`src/rtl/prime_div3_enumerator.sv`:
```
// Enumerates, in ascending order, every WIDTH-bit value whose {prime, div-by-3} class matches a requested class.
// Latency: start -> first candidate examined next cycle; a non-match costs 1 cycle, an emitted match at least 2 (SCAN + HOLD).
// Backpressure: a match is held on out_valid/out_num until out_ready; the scan does not advance while held.
module prime_div3_enumerator #(
    parameter int WIDTH = 4    // even, 4..8
) (
    input  logic             clk,
    input  logic             reset,
    input  logic             start,
    input  logic [1:0]       care,
    input  logic [1:0]       tgt,
    input  logic             out_ready,
    output logic             out_valid,
    output logic [WIDTH-1:0] out_num,
    output logic             busy,
    output logic             done,
    output logic [WIDTH:0]   match_count
);

    // Trial divisors only need to reach sqrt(2^WIDTH - 1), i.e. below 2^(WIDTH/2).
    localparam int KMAX = 2 ** (WIDTH / 2);
    localparam logic [WIDTH-1:0] CNT_MAX = '1;

    localparam logic [1:0] S_IDLE = 2'd0;
    localparam logic [1:0] S_SCAN = 2'd1;
    localparam logic [1:0] S_HOLD = 2'd2;
    localparam logic [1:0] S_DONE = 2'd3;

    logic [1:0]       state;
    logic [1:0]       next_state;
    logic [WIDTH-1:0] cnt;
    logic [1:0]       care_q;
    logic [1:0]       tgt_q;

    // Control strobes shared by the counter and every residue register.
    logic             clr_res;    // scan accepted: restart counter and residues at 0
    logic             adv;        // step cnt and all residues by one
    logic             last;       // current candidate is the top of the range
    logic             accept;     // handshake completes this cycle

    // Classification of the current candidate.
    logic [KMAX:2]    factor_hit; // divisor k divides cnt and k*k <= cnt
    logic             is_p;
    logic             is_d;
    logic             is_match;

    // One residue register per trial divisor. Each tracks cnt mod k by
    // stepping and wrapping in lockstep with cnt, so no divider is needed.
    for (genvar g = 2; g <= KMAX; g++) begin : g_res
        localparam logic [7:0]  RTOP = 8'(g - 1);
        localparam logic [31:0] SQ   = 32'(g * g);

        logic [7:0] r;

        // Residue of cnt modulo g, cleared when a scan starts.
        always_ff @(posedge clk or posedge reset) begin
            if (reset) begin
                r <= 8'd0;
            end else if (clr_res) begin
                r <= 8'd0;
            end else if (adv) begin
                r <= (r == RTOP) ? 8'd0 : r + 8'd1;
            end
        end

        // A divisor only disqualifies primality when it is a proper factor
        // candidate (k*k <= n); this keeps small primes like 2 and 3 prime.
        assign factor_hit[g] = (r == 8'd0) && (SQ <= 32'(cnt));
    end

    // Classify the current candidate and derive the step/clear strobes.
    always_comb begin
        last     = (cnt == CNT_MAX);
        is_p     = (cnt[WIDTH-1:1] != '0) && (factor_hit == '0);
        is_d     = (cnt != '0) && (g_res[3].r == 8'd0);
        is_match = (!care_q[1] || (is_p == tgt_q[1])) &&
                   (!care_q[0] || (is_d == tgt_q[0]));
        clr_res  = (state == S_IDLE) && start;
        accept   = (state == S_HOLD) && out_ready;
        adv      = !last && (((state == S_SCAN) && !is_match) || accept);
    end

    // Next-state selection for the scan sequencer.
    always_comb begin
        next_state = state;
        case (state)
            S_IDLE: begin
                if (start) begin
                    next_state = S_SCAN;
                end
            end
            S_SCAN: begin
                if (is_match) begin
                    next_state = S_HOLD;
                end else if (last) begin
                    next_state = S_DONE;
                end
            end
            S_HOLD: begin
                if (out_ready) begin
                    next_state = last ? S_DONE : S_SCAN;
                end
            end
            S_DONE: begin
                next_state = S_IDLE;
            end
            default: begin
                next_state = S_IDLE;
            end
        endcase
    end

    // Sequencer state register.
    always_ff @(posedge clk or posedge reset) begin
        if (reset) begin
            state <= S_IDLE;
        end else begin
            state <= next_state;
        end
    end

    // Candidate counter; never wraps because the top value ends the scan.
    always_ff @(posedge clk or posedge reset) begin
        if (reset) begin
            cnt <= '0;
        end else if (clr_res) begin
            cnt <= '0;
        end else if (adv) begin
            cnt <= cnt + 1'b1;
        end
    end

    // Requested class is captured once per scan so mid-scan input changes are harmless.
    always_ff @(posedge clk or posedge reset) begin
        if (reset) begin
            care_q <= 2'b00;
            tgt_q  <= 2'b00;
        end else if (clr_res) begin
            care_q <= care;
            tgt_q  <= tgt;
        end
    end

    // Output register: load a match in SCAN, hold it until the consumer takes it.
    always_ff @(posedge clk or posedge reset) begin
        if (reset) begin
            out_valid <= 1'b0;
            out_num   <= '0;
        end else if ((state == S_SCAN) && is_match) begin
            out_valid <= 1'b1;
            out_num   <= cnt;
        end else if (accept) begin
            out_valid <= 1'b0;
        end
    end

    // Match counter: cleared on an accepted start, held after the scan ends.
    always_ff @(posedge clk or posedge reset) begin
        if (reset) begin
            match_count <= '0;
        end else if (clr_res) begin
            match_count <= '0;
        end else if ((state == S_SCAN) && is_match) begin
            match_count <= match_count + 1'b1;
        end
    end

    assign busy = (state != S_IDLE);
    assign done = (state == S_DONE);

endmodule

```
`config.mk`:
```
export PLATFORM = sky130hd
export DESIGN_NAME = prime_div3_enumerator
export DESIGN_NICKNAME = d
export VERILOG_FILES = /design/src/rtl/prime_div3_enumerator.sv
export SDC_FILE = /design/constraint.sdc
export NUM_CORES = 1
export LEC_CHECK = 0
export CAP_MARGIN = 10
export CORE_MARGIN = 8
export CORE_UTILIZATION = 57
export CTS_BUF_LIST = sky130_fd_sc_hd__clkbuf_16
export DETAILED_ROUTE_END_ITERATION = 10
export PLACE_DENSITY = 0.9
export RECOVER_POWER = 25
export SYNTH_ARGS = -nofsm -noshare
export SYNTH_HDL_FRONTEND = slang
export SYNTH_SLANG_ARGS = --single-unit
```
`constraint.sdc`:
```
create_clock -name clk -period 3.6 [get_ports clk]
set_input_delay 0.72 -clock clk [delete_from_list [all_inputs] [get_ports clk]]
set_output_delay 0.72 -clock clk [all_outputs]
set_load 0.005 [all_outputs]
```
[Word-level counts from Yosys, hierarchy flattened]
Index checks and enable logic that the tools add are counted.
Storage, ports and cells
  register bits: 36
  latch bits: 0
  memory bits (writable): 0
  memory bits (read-only): 0
  input port bits: 8
  output and inout bits: 12
  logic and storage cells: 72
  memories kept: 0
Cells by class
  add/subtract/negate cells: 4
  $mul: 0
  divide/modulo/power cells: 0
  $lt $le $gt $ge: 2
  equal/unequal tests: 11
  shift operators: 0
  multiplexer cells: 18
  bitwise operators: 0
  reductions and logical operators: 28
Operator list (count)
  two-way mux 8 bit: 6
  adder 8 x 1 -> 8 bit (second input constant): 2
  zero test 8 bit: 2
  logical AND 1 bit: 10
  two-way mux 2 bit: 5
  two-way mux 5 bit: 2
  == test 8 x 1 -> 1 bit (second input constant): 1
  == test 8 x 2 -> 1 bit (second input constant): 1
  two-way mux 4 bit: 2
  one-hot mux 2 bit (4 select lines): 1
  nonzero test 2 bit: 4
  adder 5 x 1 -> 5 bit (second input constant): 1
  adder 4 x 1 -> 4 bit (second input constant): 1
  == test 2 bit (second input constant): 2
  == test 4 bit (second input constant): 1
  <= comparator 3 x 4 -> 1 bit (first input constant): 1
  <= comparator 4 bit (first input constant): 1
  zero test 1 bit: 4
  inequality test 2 bit (second input constant): 2
  nonzero test 4 bit: 1
  zero test 3 bit: 1
  logical OR 1 bit: 3
  inequality test 3 bit (second input constant): 1
  AND reduction 3 bit: 1
  other kinds (5): 7

[Depth between registers and ports, before layout]
Gate-level depths: netlist (run 1).
  depth in word-level cells: 13
  depth in mapped cells: 9
  mapped depth without buffers: 8

[Worst setup path before layout (run 1)]
OpenSTA, ideal clock, no wires.
  kind: register to register
  start point: register g_res[3].r[0]
  end point: register out_num[2]
  setup time: 0.128 ns
  arrival time: 2.575 ns
  data required time: 3.472 ns
  slack: 0.897 ns
  cell stages (with the launch flop): 9
  path buffers: 1
  clock period less this slack: 2.703 ns
  cells stage by stage: dfrtp_1 -> inv_1 -> ha_1 -> or3b_2 -> o311a_1 -> or2_1 -> or4_4 -> buf_2 -> mux2_1
On the way
  cells in the longest elaborated chain, start to end: 8
  elaborated cells between the ends (all ways): 11
  classes of those cells: eq/ne (2); reduce/logical (9)
RTL lines
  start, declared: RTL line 53  | logic [7:0] r;
  start signal, assigned: RTL line 62  | r <= (r == RTOP) ? 8'd0 : r + 8'd1;
  zero test 8 bit (*): RTL line 68, 75
  logical AND 1 bit: RTL line 68  | assign factor_hit[g] = (r == 8'd0) && (SQ <= 32'(cnt));
  zero test 3 bit: RTL line 74  | is_p = (cnt[WIDTH-1:1] != '0) && (factor_hit == '0);
  logical AND 1 bit: RTL line 74
  == test 1 bit: RTL line 76  | is_match = (!care_q[1] || (is_p == tgt_q[1])) &&
  logical OR 1 bit: RTL line 76
  logical AND 1 bit (*): RTL line 76
  logical AND 1 bit (*): RTL line 149  | end else if ((state == S_SCAN) && is_match) begin
  end signal, assigned: RTL line 151  | out_num <= cnt;
  end, declared: RTL line 14  | output logic [WIDTH-1:0] out_num,
Every way passes the cells marked *; elsewhere a longest branch is shown, timed or not.
A chain may end at the register's enable or synchronous reset.

[Worst setup path after layout (run 1)]
  start point: register g_res[3].r[0]
  end point: register match_count[3]
On the way
  cells in the longest elaborated chain, start to end: 9
  elaborated cells between the ends (all ways): 12
  classes of those cells: eq/ne (2); reduce/logical (10)
RTL lines
  zero test 8 bit (*): RTL line 68, 75
  logical AND 1 bit: RTL line 68
  zero test 3 bit: RTL line 74
  logical AND 1 bit: RTL line 74
  == test 1 bit: RTL line 76
  logical OR 1 bit: RTL line 76
  logical AND 1 bit (*): RTL line 76
  logical AND 1 bit (*): RTL line 163  | end else if ((state == S_SCAN) && is_match) begin
  nonzero test 2 bit (no source line) (*)
  end signal, assigned: RTL line 164  | match_count <= match_count + 1'b1;
  end, declared: RTL line 17  | output logic [WIDTH:0] match_count
Marks and branches as above.

==> summary.md, run 1 <==
| Metric | Value |
|---|---|
| Final setup violation count | 0 |
| Placeable core area | 3610 µm² |
| R2R cell count | 8 |
| CTS tree | done |
| Vias per cell | 5.87 |
| Max cap viols | 0 |
| # diodes | 0 |
| 1st-iter DRT viols | 182 |
| CP Data Required Time | 3.80 ns |
| Part of the cycle the worst path needs | 81.4% |
| Clock transition at path regs | 0.05 ns |
| Fmax | 341 MHz |
| Sequential fraction of the synthesis area | 42.8% |
| Reg-to-reg endpoint | match_count[3]$_DFFE_PP0P_ |
| Largest net degree at the start of global routing | 20 |
| Clk_lat worst skew | 0.28 ns |
| Final wirelength | 4.56 mm |
| Post-CTS sizing | 0 |
| Vias in the first global route | 1756 |
| # IOs | 20 |
| Global-route wire length before repair | 8.16 mm |
| Fin. Hold Viols | 0 |
| Worst Path Class, Setup | reg2reg |
| RSZ-0062 raised after global routing | false |
| WP data arrival | 3.14 ns |
| Finished Cell Area | 2480 µm² |
| Register bit count reported by yosys | 36 |
| Synthesized Nets | 251 |
| Post-DRT Antenna Nets | 0 |
| Final min period | 2.93 ns |
| PwrDens | 711 nW/µm² |
| Num CTS Buffers | 5 |
| Mapped Avg Cell Area | 9.00 µm² |
| Area contributors post-synth | dfrtp_1 43%, nand2_1 6.1%, ha_1 5.3% |
| Hold crit path type | reg2reg |
| Worst-Margin Slew | 0.683 ns |
| Synth cell types | 45 |
| Routed wire per std cell | 15.1 µm |
| End of the critical path | match_count[3]$_DFFE_PP0P_ |
| Num rows | 22 |
| Layout cells sized above 1 | 7.87% |
| Die height | 76.8 µm |
| Most common cell in the synthesized netlist | dfrtp_1 |
| Gpl congestion | 0.893 |
| Worst Setup SP | g_res[3].r[0]$_DFFE_PP0P_ |
| Slew headroom | 54.4% |
| Share of the synthesized area in the top cell type | 42.8% |
| Reg-to-reg setup timing slack | 0.67 ns |
| Clk root buf | clkbuf_16 |
| Layout area overhead | 17.6% |
| Routed via count | 1774 |
| Async S/R FF share, synth | 100% |
| Crit start category | register |
| Top cells by count, synth | 36 x dfrtp_1, 34 x nand2_1, 19 x o21ai_0 |
| Post-synth EDFFs | 0 |
| GRT overflow | 0 |
| # DRC | 0 |
| Area post-placement | 2340 µm² |
| Worst setup EP type | register |
| VDD IR max | 0.000419 V |
| Post-synthesis cell count | 234 |
| Initial antenna violation count | 0 |
| Tot GR Track Use | 16.6% |
| CTS Buffer Depth | 2 |
| Reg2reg start | g_res[3].r[0]$_DFFE_PP0P_ |
| Port bufs | 19 |
| Setup Skew | 0.00352 ns |
| Die area | 5900 µm² |
| Final setup TNS | 0 ns |
| Outcome | completed |
| Detailed placement HPWL | 3.23 mm |
| P_leak | 0.00111 µW |
| Critical Path Fanout Max | 13 |
| Post-CTS setup buffers | 0 |
| # H-tree levels | 2 |
| Leading area contributor after synthesis | dfrtp_1 |
| Synth warn | 0 |
| Drt pass-1 iters | 5 |
| Mapped Area | 2110 µm² |
| Die Wd | 76.8 µm |
| Main synth FF type | dfrtp_1 |
| Design Power | 1760 µW |
| Initial Util | 58.4% |
| Clock tree sinks | 36 |
| CTS Hold Bufs | 0 |
| Final-report max-slew violation count | 0 |
| Nets | 270 |
## registers in the layout (all words and copies together), names as in the netlist
register and flops:
state 2, care_q 2, tgt_q 2, out_num 4
match_count 5, cnt 4, out_valid 1, g_res.r 16
## metal layers
layer | GRT usage [%] | part of all wire (%)
met1 | 21.5 | 47
met2 | 25.0 | 47
met3 | 4.66 | 4.2
met4 | 7.31 | 2.0
met5 | 0 | 0
## how the worst min path moves through the flow
| stage | startpoint | end | slack [ns] | cells past startpoint |
|---|---|---|---|---|
| after floorplan | tgt_q[0]$_DFFE_PP0P_ | tgt_q[0]$_DFFE_PP0P_ | 0.46 | 2 |
| after global placement | match_count[4]$_DFFE_PP0P_ | match_count[4]$_DFFE_PP0P_ | 0.46 | 1 |
| after detailed placement | match_count[4]$_DFFE_PP0P_ | match_count[4]$_DFFE_PP0P_ | 0.47 | 1 |
| after CTS | match_count[4]$_DFFE_PP0P_ | match_count[4]$_DFFE_PP0P_ | 0.48 | 1 |
| after global routing | match_count[4]$_DFFE_PP0P_ | match_count[4]$_DFFE_PP0P_ | 0.50 | 1 |
| final | match_count[4]$_DFFE_PP0P_ | match_count[4]$_DFFE_PP0P_ | 0.48 | 1 |
## metrics by stage
stage	std cells	setup WS (ns)	util [%]	hold WS (ns)
after floorplan	234	0.897	-	0.459
after global placement	294	0.805	64.9	0.464
after global routing	302	0.479	68.7	0.500
after CTS	302	0.693	68.8	0.480
final	302	0.669	68.7	0.476
after detailed placement	294	0.716	64.9	0.473
## final cells by class
cell class | instances | area [µm²]
fillers | 280 | 1130
multi-input cells | 173 | 1110
flip-flops and latches | 36 | 901
repair buffers | 23 | 216
clock buffers | 5 | 125
well taps | 48 | 60.1
inverters | 14 | 52.6
clock inverters | 3 | 13.8
## critical path, stage by stage, from the launching register on
cell	delay, ns
dfrtp_1	0.42
inv_1	0.10
ha_1	0.13
or3b_2	0.49
o311a_1	0.38
or2_1	0.28
or4_4	0.53
or3_1	0.38
a21oi_1	0.14
## kinds of logic after synthesis
kind of cell / count (synthesis) / synth area share, %
flops: 36 / 42.8
mux: 10 / 4.93
xor+xnor: 2 / 0.832
simple gates: 96 / 23.7
compound gates: 56 / 17.8
buf+inv: 25 / 4.63
fa+ha+maj: 9 / 5.35
## power by group
part | switching, µW | leakage (µW) | internal [µW] | total (µW)
sequential | 106 | 0.000478 | 499 | 604
clock | 157 | 0.0000710 | 251 | 408
combinational | 444 | 0.000557 | 306 | 750
## placed cells by master (no fill, tap or decap), types with 7 or more instances in the layout
cell,count
dfrtp_1,36
nand2_1,34
o21ai_0,19
clkdlybuf4s50_1,17
inv_1,14
nand3_1,11
nor2_1,10
ha_1,9
a21oi_1,8
nor3_1,7
mux2i_1,7
nand2b_1,7
No activity file was read; power rests on OpenSTA's default activity.
==> run 2: changes to the inputs <==
- CORE_UTILIZATION: 57 -> 51
- PLACE_DENSITY: 0.9 -> 0.86
- clock period: 3.6 -> 2.6 ns (I/O delays scaled with it)
==> summary.md, run 2 (synthesis results as in run 1) <==
| Metric | Value |
|---|---|
| Outcome | finished, violations left |
| Failing checks | negative setup slack |
| Worst setup EP type | register |
| CTS Hold Bufs | 0 |
| # diodes | 0 |
| Placeable core area | 4000 µm² |
| Drt pass-1 iters | 4 |
| Num CTS Buffers | 5 |
| Clk pwr share | 19.3% |
| Largest net degree at the start of global routing | 37 |
| Die area | 6440 µm² |
| Port bufs | 19 |
| Routed wire per std cell | 18.1 µm |
| Net Sw Frac | 40.3% |
| Tot GR Track Use | 19.2% |
| Part of the cycle the worst path needs | 106% |
| NetSw | 1230 µW |
| # IOs | 20 |
| Comb power frac | 53.9% |
| Hold Startpoint | out_num[1]$_DFFE_PP0P_ |
| Final-report max-slew violation count | 0 |
| Hold crit path type | reg2reg |
| Worst Setup SP | g_res[3].r[1]$_DFFE_PP0P_ |
| Nets | 308 |
| Worst Path Class, Setup | reg2reg |
| Internal | 1830 µW |
| CP max stage cell | or4_4 |
| Fin. Hold Viols | 0 |
| # H-tree levels | 2 |
| Largest Register | g_res.r |
| Num rows | 23 |
| RSZ-0062 raised after global routing | true |
| Commonest non-fill, non-tap cell in the layout | buf_4 |
| Final min period | 2.76 ns |
| P_leak | 0.00133 µW |
| Flip-flop count of the largest register, all copies and words added | 16 |
| Routed via count | 2069 |
| Design Power | 3060 µW |
| Crit start category | register |
| Clock transition at path regs | 0.06 ns |
| Reg2reg start | g_res[3].r[1]$_DFFE_PP0P_ |
| Final setup violation count | 16 |
| Regs by FF count | g_res.r: 16 flops, match_count: 5 flops |
| Die height | 80.3 µm |
| Detailed placement HPWL | 4.03 mm |
| Most frequent cells in the layout | 38 x buf_4, 36 x dfrtp_1, 34 x nand2_1 |
| Dpl ws | -0.139 ns |
| Clk root buf | clkbuf_16 |
| Global-route wire length before repair | 9.57 mm |
| Gpl congestion | 0.882 |
| Die Wd | 80.3 µm |
| # DRC | 0 |
| Critical Path Max Stage Delay | 0.50 ns |
| Clock tree sinks | 36 |
| Fill count | 284 |
| Multi-input gate area | 1220 µm² |
| Finished Cell Area | 2900 µm² |
| Layout area overhead | 37.9% |
| GRT overflow | 0 |
| Reg area | 901 µm² |
| Critical path, cell by cell | inv_1 -> ha_1 -> or3b_4 -> o311a_1 -> or2_1 -> or4_4 -> buf_12 -> mux2_4 |
| 1st-iter DRT viols | 125 |
| Vias in the first global route | 2065 |
| Layout cells sized above 1 | 26.0% |
| Area post-placement | 2570 µm² |
| Post-DRT Antenna Nets | 0 |
| Initial antenna violation count | 0 |
| Final Worst Setup Slack | -0.161 ns |
| CTS Buffer Depth | 2 |
| Vias per cell | 6.05 |
| WP data arrival | 2.93 ns |
| Worst-Margin Slew | 0.896 ns |
| PwrDens | 1050 nW/µm² |
| Clk_lat worst skew | 0.28 ns |
| CP Data Required Time | 2.77 ns |
| Final wirelength | 6.20 mm |
| Critical Path Fanout Max | 6 |
| Max cap viols | 0 |
| CTS tree | done |
| Slew headroom | 40.3% |
| Final setup TNS | -1.39 ns |
| Fmax | 362 MHz |
| Initial Util | 52.6% |
| VDD IR max | 0.000673 V |
| Reg power frac | 26.8% |
| Setup Skew | 0.00339 ns |
## run 2: per-layer routing
metal | GRT usage [%] | part of all wire [%] | vias up
li1 | - | - | 948
met1 | 20.6 | 40 | 1010
met2 | 33.1 | 50 | 89
met3 | 4.91 | 7.4 | 22
met4 | 11.8 | 3.4 | 0
met5 | 0 | 0 | -
## run 2: cell type report
class / count / area share (%)
multi-input cells: 174 / 41.9
flip-flops and latches: 36 / 31.0
repair buffers: 60 / 18.2
clock buffers: 5 / 4.31
well taps: 50 / 2.15
inverters: 14 / 1.81
clock inverters: 3 / 0.646
## run 2: worst paths after layout
check,cells past startpoint,to,slack (ns)
max in group asynchronous,3,g_res[3].r[2]$_DFFE_PP0P_,1.10
setup / recovery,8,out_num[3]$_DFFE_PP0P_,-0.16
hold / removal,2,out_num[1]$_DFFE_PP0P_,0.49
setup reg to reg,8,out_num[3]$_DFFE_PP0P_,-0.16
min in group asynchronous,3,g_res[2].r[0]$_DFFE_PP0P_,0.94
hold reg to reg,2,out_num[1]$_DFFE_PP0P_,0.49
## run 2: per-stage QoR
stage / hold WS, ns / util, % / std cells
4_1_cts: 0.502 / 70.3 / 338
5_1_grt: 0.527 / 72.6 / 342
3_3_place_gp: 0.467 / 64.2 / 324
3_5_place_dp: 0.480 / 64.2 / 324
6_report: 0.493 / 72.6 / 342
2_1_floorplan: 0.459 / - / 234
## run 2: power groups by stage
stage               Clock (µW)  Combinational [µW]  Sequential (µW)
global placement             0                1240              807
detailed placement           0                1310              816
global route               623                1770              834
finish                     591                1650              819
floorplan                    0                 787              795
CTS                        593                1470              809
## run 2: worst max-delay path: cells and delay by family (launching register included)
family,cells,cell delay (ns)
AND/OR/NAND/NOR,3,1.17
flip-flops,1,0.40
buffers and inverters,2,0.27
AO/OA/AOI/OAI,1,0.35
multiplexers,1,0.29
adder cells (fa/ha/maj),1,0.16
## run 2: what timing repair did
| action | in CTS | in global routing |
|---|---|---|
| endpoints found under the setup margin | 20 | 29 |
| pin swaps | 7 | 9 |
| resized for setup | 9 | 16 |
| setup buffers | 5 | 3 |
| endpoints found under the hold margin | 0 | 0 |
| gates cloned | 1 | 1 |
==> run 3: changes to the inputs <==
- ABC_AREA: default -> 1
- CORE_UTILIZATION: 51 -> 52
- PLACE_DENSITY: 0.86 -> 0.87
==> summary.md, run 3 <==
| Metric | Value |
|---|---|
| Outcome | completed |
| Critical Path Max Stage Delay | 0.39 ns |
| Largest Register | g_res.r |
| Clock tree sinks | 36 |
| Clk_lat worst skew | 0.28 ns |
| Slew headroom | 40.3% |
| PwrDens | 1140 nW/µm² |
| Nets | 306 |
| Layout cells sized above 1 | 11.4% |
| Share of the synthesized area in the top cell type | 41.1% |
| Clk root buf | clkbuf_16 |
| Synthesized Nets | 287 |
| Main synth FF type | dfrtp_1 |
| Final-report max-slew violation count | 0 |
| CP max stage cell | dfrtp_1 |
| CTS Buffer Depth | 2 |
| GRT overflow | 0 |
| Fill count | 343 |
| Mapped Area | 2190 µm² |
| Post-CTS setup buffers | 0 |
| Fmax | 483 MHz |
| # H-tree levels | 2 |
| Vias per cell | 5.43 |
| Part of the cycle the worst path needs | 79.7% |
| Die Wd | 80.9 µm |
| Num CTS Buffers | 5 |
| Gpl congestion | 0.862 |
| Setup Skew | 0.00706 ns |
| Hold crit path type | reg2reg |
| Area contributors post-synth | dfrtp_1 41%, nand2_1 9.8%, nand4_1 6.0% |
| Fin. Hold Viols | 0 |
| Clock transition at path regs | 0.06 ns |
| CTS tree | done |
| Detailed placement HPWL | 3.26 mm |
| Initial Util | 54.4% |
| Register bit count reported by yosys | 36 |
| Worst-Margin Slew | 0.896 ns |
| Global-route wire length before repair | 8.05 mm |
| CP Data Required Time | 2.81 ns |
| Leading area contributor after synthesis | dfrtp_1 |
| Post-synth EDFFs | 0 |
| Regs by FF count | g_res.r: 16 flops, match_count: 5 flops |
| Initial antenna violation count | 0 |
| Die height | 80.9 µm |
| Final min period | 2.07 ns |
| Routed wire per std cell | 13.7 µm |
| R2R cell count | 12 |
| Die area | 6550 µm² |
| Critical Path Fanout Max | 23 |
| Final setup violation count | 0 |
| Tot GR Track Use | 15.4% |
| Placed cells | 332 |
| Flip-flop count of the largest register, all copies and words added | 16 |
| RSZ-0062 raised after global routing | false |
| Sequential fraction of the synthesis area | 41.1% |
| Crit start category | register |
| Worst Path Class, Setup | reg2reg |
| Hold WS | 0.496 ns |
| Max cap viols | 0 |
| Worst setup EP type | register |
| Layout area overhead | 15.6% |
| 1st-iter DRT viols | 93 |
| VDD IR max | 0.000523 V |
| Top cells by count, synth | 57 x nand2_1, 36 x dfrtp_1, 25 x inv_1, 25 x nor2_1, 24 x nand3_1 |
| # DRC | 0 |
| Most frequent cells in the layout | 57 x nand2_1, 36 x dfrtp_1, 25 x nor2_1, 25 x inv_1, 24 x nand3_1 |
| # IOs | 20 |
| Num rows | 23 |
| Critical path, cell by cell | inv_1 -> ha_1 -> nand3_1 -> nor2_2 -> nand2_1 -> nand4_1 -> nand3_2 -> nand2_2 -> nand3_4 -> nand2_2 -> nand3_1 -> nand2_1 |
| Post-synthesis cell count | 270 |
| Mapped Avg Cell Area | 8.12 µm² |
| Final setup TNS | 0 ns |
| Most common cell in the synthesized netlist | nand2_1 |
| WP data arrival | 2.28 ns |
| Post-DRT Antenna Nets | 0 |
| CTS Hold Bufs | 0 |
| P_leak | 0.00127 µW |
| Hold path depth | 2 |
| Async S/R FF share, synth | 100% |
| # diodes | 0 |
| Vias in the first global route | 1781 |
| Routed via count | 1841 |
| Synth warn | 0 |
| Commonest non-fill, non-tap cell in the layout | nand2_1 |
| Post-CTS sizing | 0 |
| Placeable core area | 4030 µm² |
| Port bufs | 19 |
| Synth cell types | 27 |
| Largest net degree at the start of global routing | 37 |
| Post-Layout Cell Count | 339 |
| Final wirelength | 4.64 mm |
| Drt pass-1 iters | 4 |
-- run 3: changes by cell type after synthesis, moves of 11 or more --
cell | before | now
nand4_1 | 0 | 21
o21ai_0 | 19 | 4
inv_1 | 14 | 25
nand2_1 | 34 | 57
nand2_2 | 0 | 13
xor2_1 | 1 | 13
nand3_1 | 11 | 24
nor2_1 | 10 | 25
-- run 3: worst paths after layout --
check / startpoint / endpoint / slack (ns)
max: g_res[3].r[0]$_DFFE_PP0P_ / g_res[2].r[1]$_DFFE_PP0P_ / 0.53
min: out_num[2]$_DFFE_PP0P_ / out_num[2]$_DFFE_PP0P_ / 0.50
max reg2reg: g_res[3].r[0]$_DFFE_PP0P_ / g_res[2].r[1]$_DFFE_PP0P_ / 0.53
min reg2reg: out_num[2]$_DFFE_PP0P_ / out_num[2]$_DFFE_PP0P_ / 0.50
max in group asynchronous: reset / g_res[3].r[7]$_DFFE_PP0P_ / 1.08
min in group asynchronous: reset / cnt[1]$_DFFE_PP0P_ / 0.96
-- run 3: area by class of cell --
class / instances / area (µm²) / share of cell area, %
Multi-Input combinational cell: 195 / 1110 / 43.9
Clock inverter: 2 / 7.51 / 0.296
Timing Repair Buffer: 24 / 225 / 8.88
Inverter: 27 / 101 / 4.00
Clock buffer: 5 / 125 / 4.94
Sequential cell: 36 / 901 / 35.5
Tap cell: 50 / 62.6 / 2.47
-- run 3: cell families after synthesis --
group                    after synthesis  synth area share, %
flip-flops                            36                 41.1
XOR/XNOR                              16                 6.39
adder cells (fa/ha/maj)                9                 5.14
AND/OR/NAND/NOR                      154                 35.2
buffers and inverters                 39                 8.16
AO/OA/AOI/OAI                         16                 4.00
-- run 3: worst max-delay path, delay by kind of cell, from the launching register on --
| kind | cells | cell delay [ns] |
|---|---|---|
| flops | 1 | 0.39 |
| buf+inv | 1 | 0.12 |
| fa+ha+maj | 1 | 0.16 |
| simple gates | 10 | 1.34 |
-- run 3: routing by layer --
| metal | vias up | part of all wire [%] | track usage (%) |
|---|---|---|---|
| met5 | - | 0 | 0 |
| met4 | 0 | 1.4 | 4.46 |
| met3 | 9 | 6.5 | 4.64 |
| met2 | 46 | 47 | 25.4 |
| met1 | 871 | 45 | 19.0 |
| li1 | 915 | - | - |
-- run 3: where the power goes --
group | internal (µW) | switching [µW]
registers | 756 | 209
logic | 524 | 856
clock network | 342 | 206
-- run 3: per-stage QoR --
step                worst slack, ns  util [%]  power, µW  area (µm²)
finish                        0.529      62.9       2890        2530
global route                  0.336      62.9       3130        2530
CTS                           0.523      63.0       2910        2540
detailed placement            0.477      59.7       2350        2400
global placement              0.509      59.7       2290        2400
floorplan                     0.913         -       2020        2190
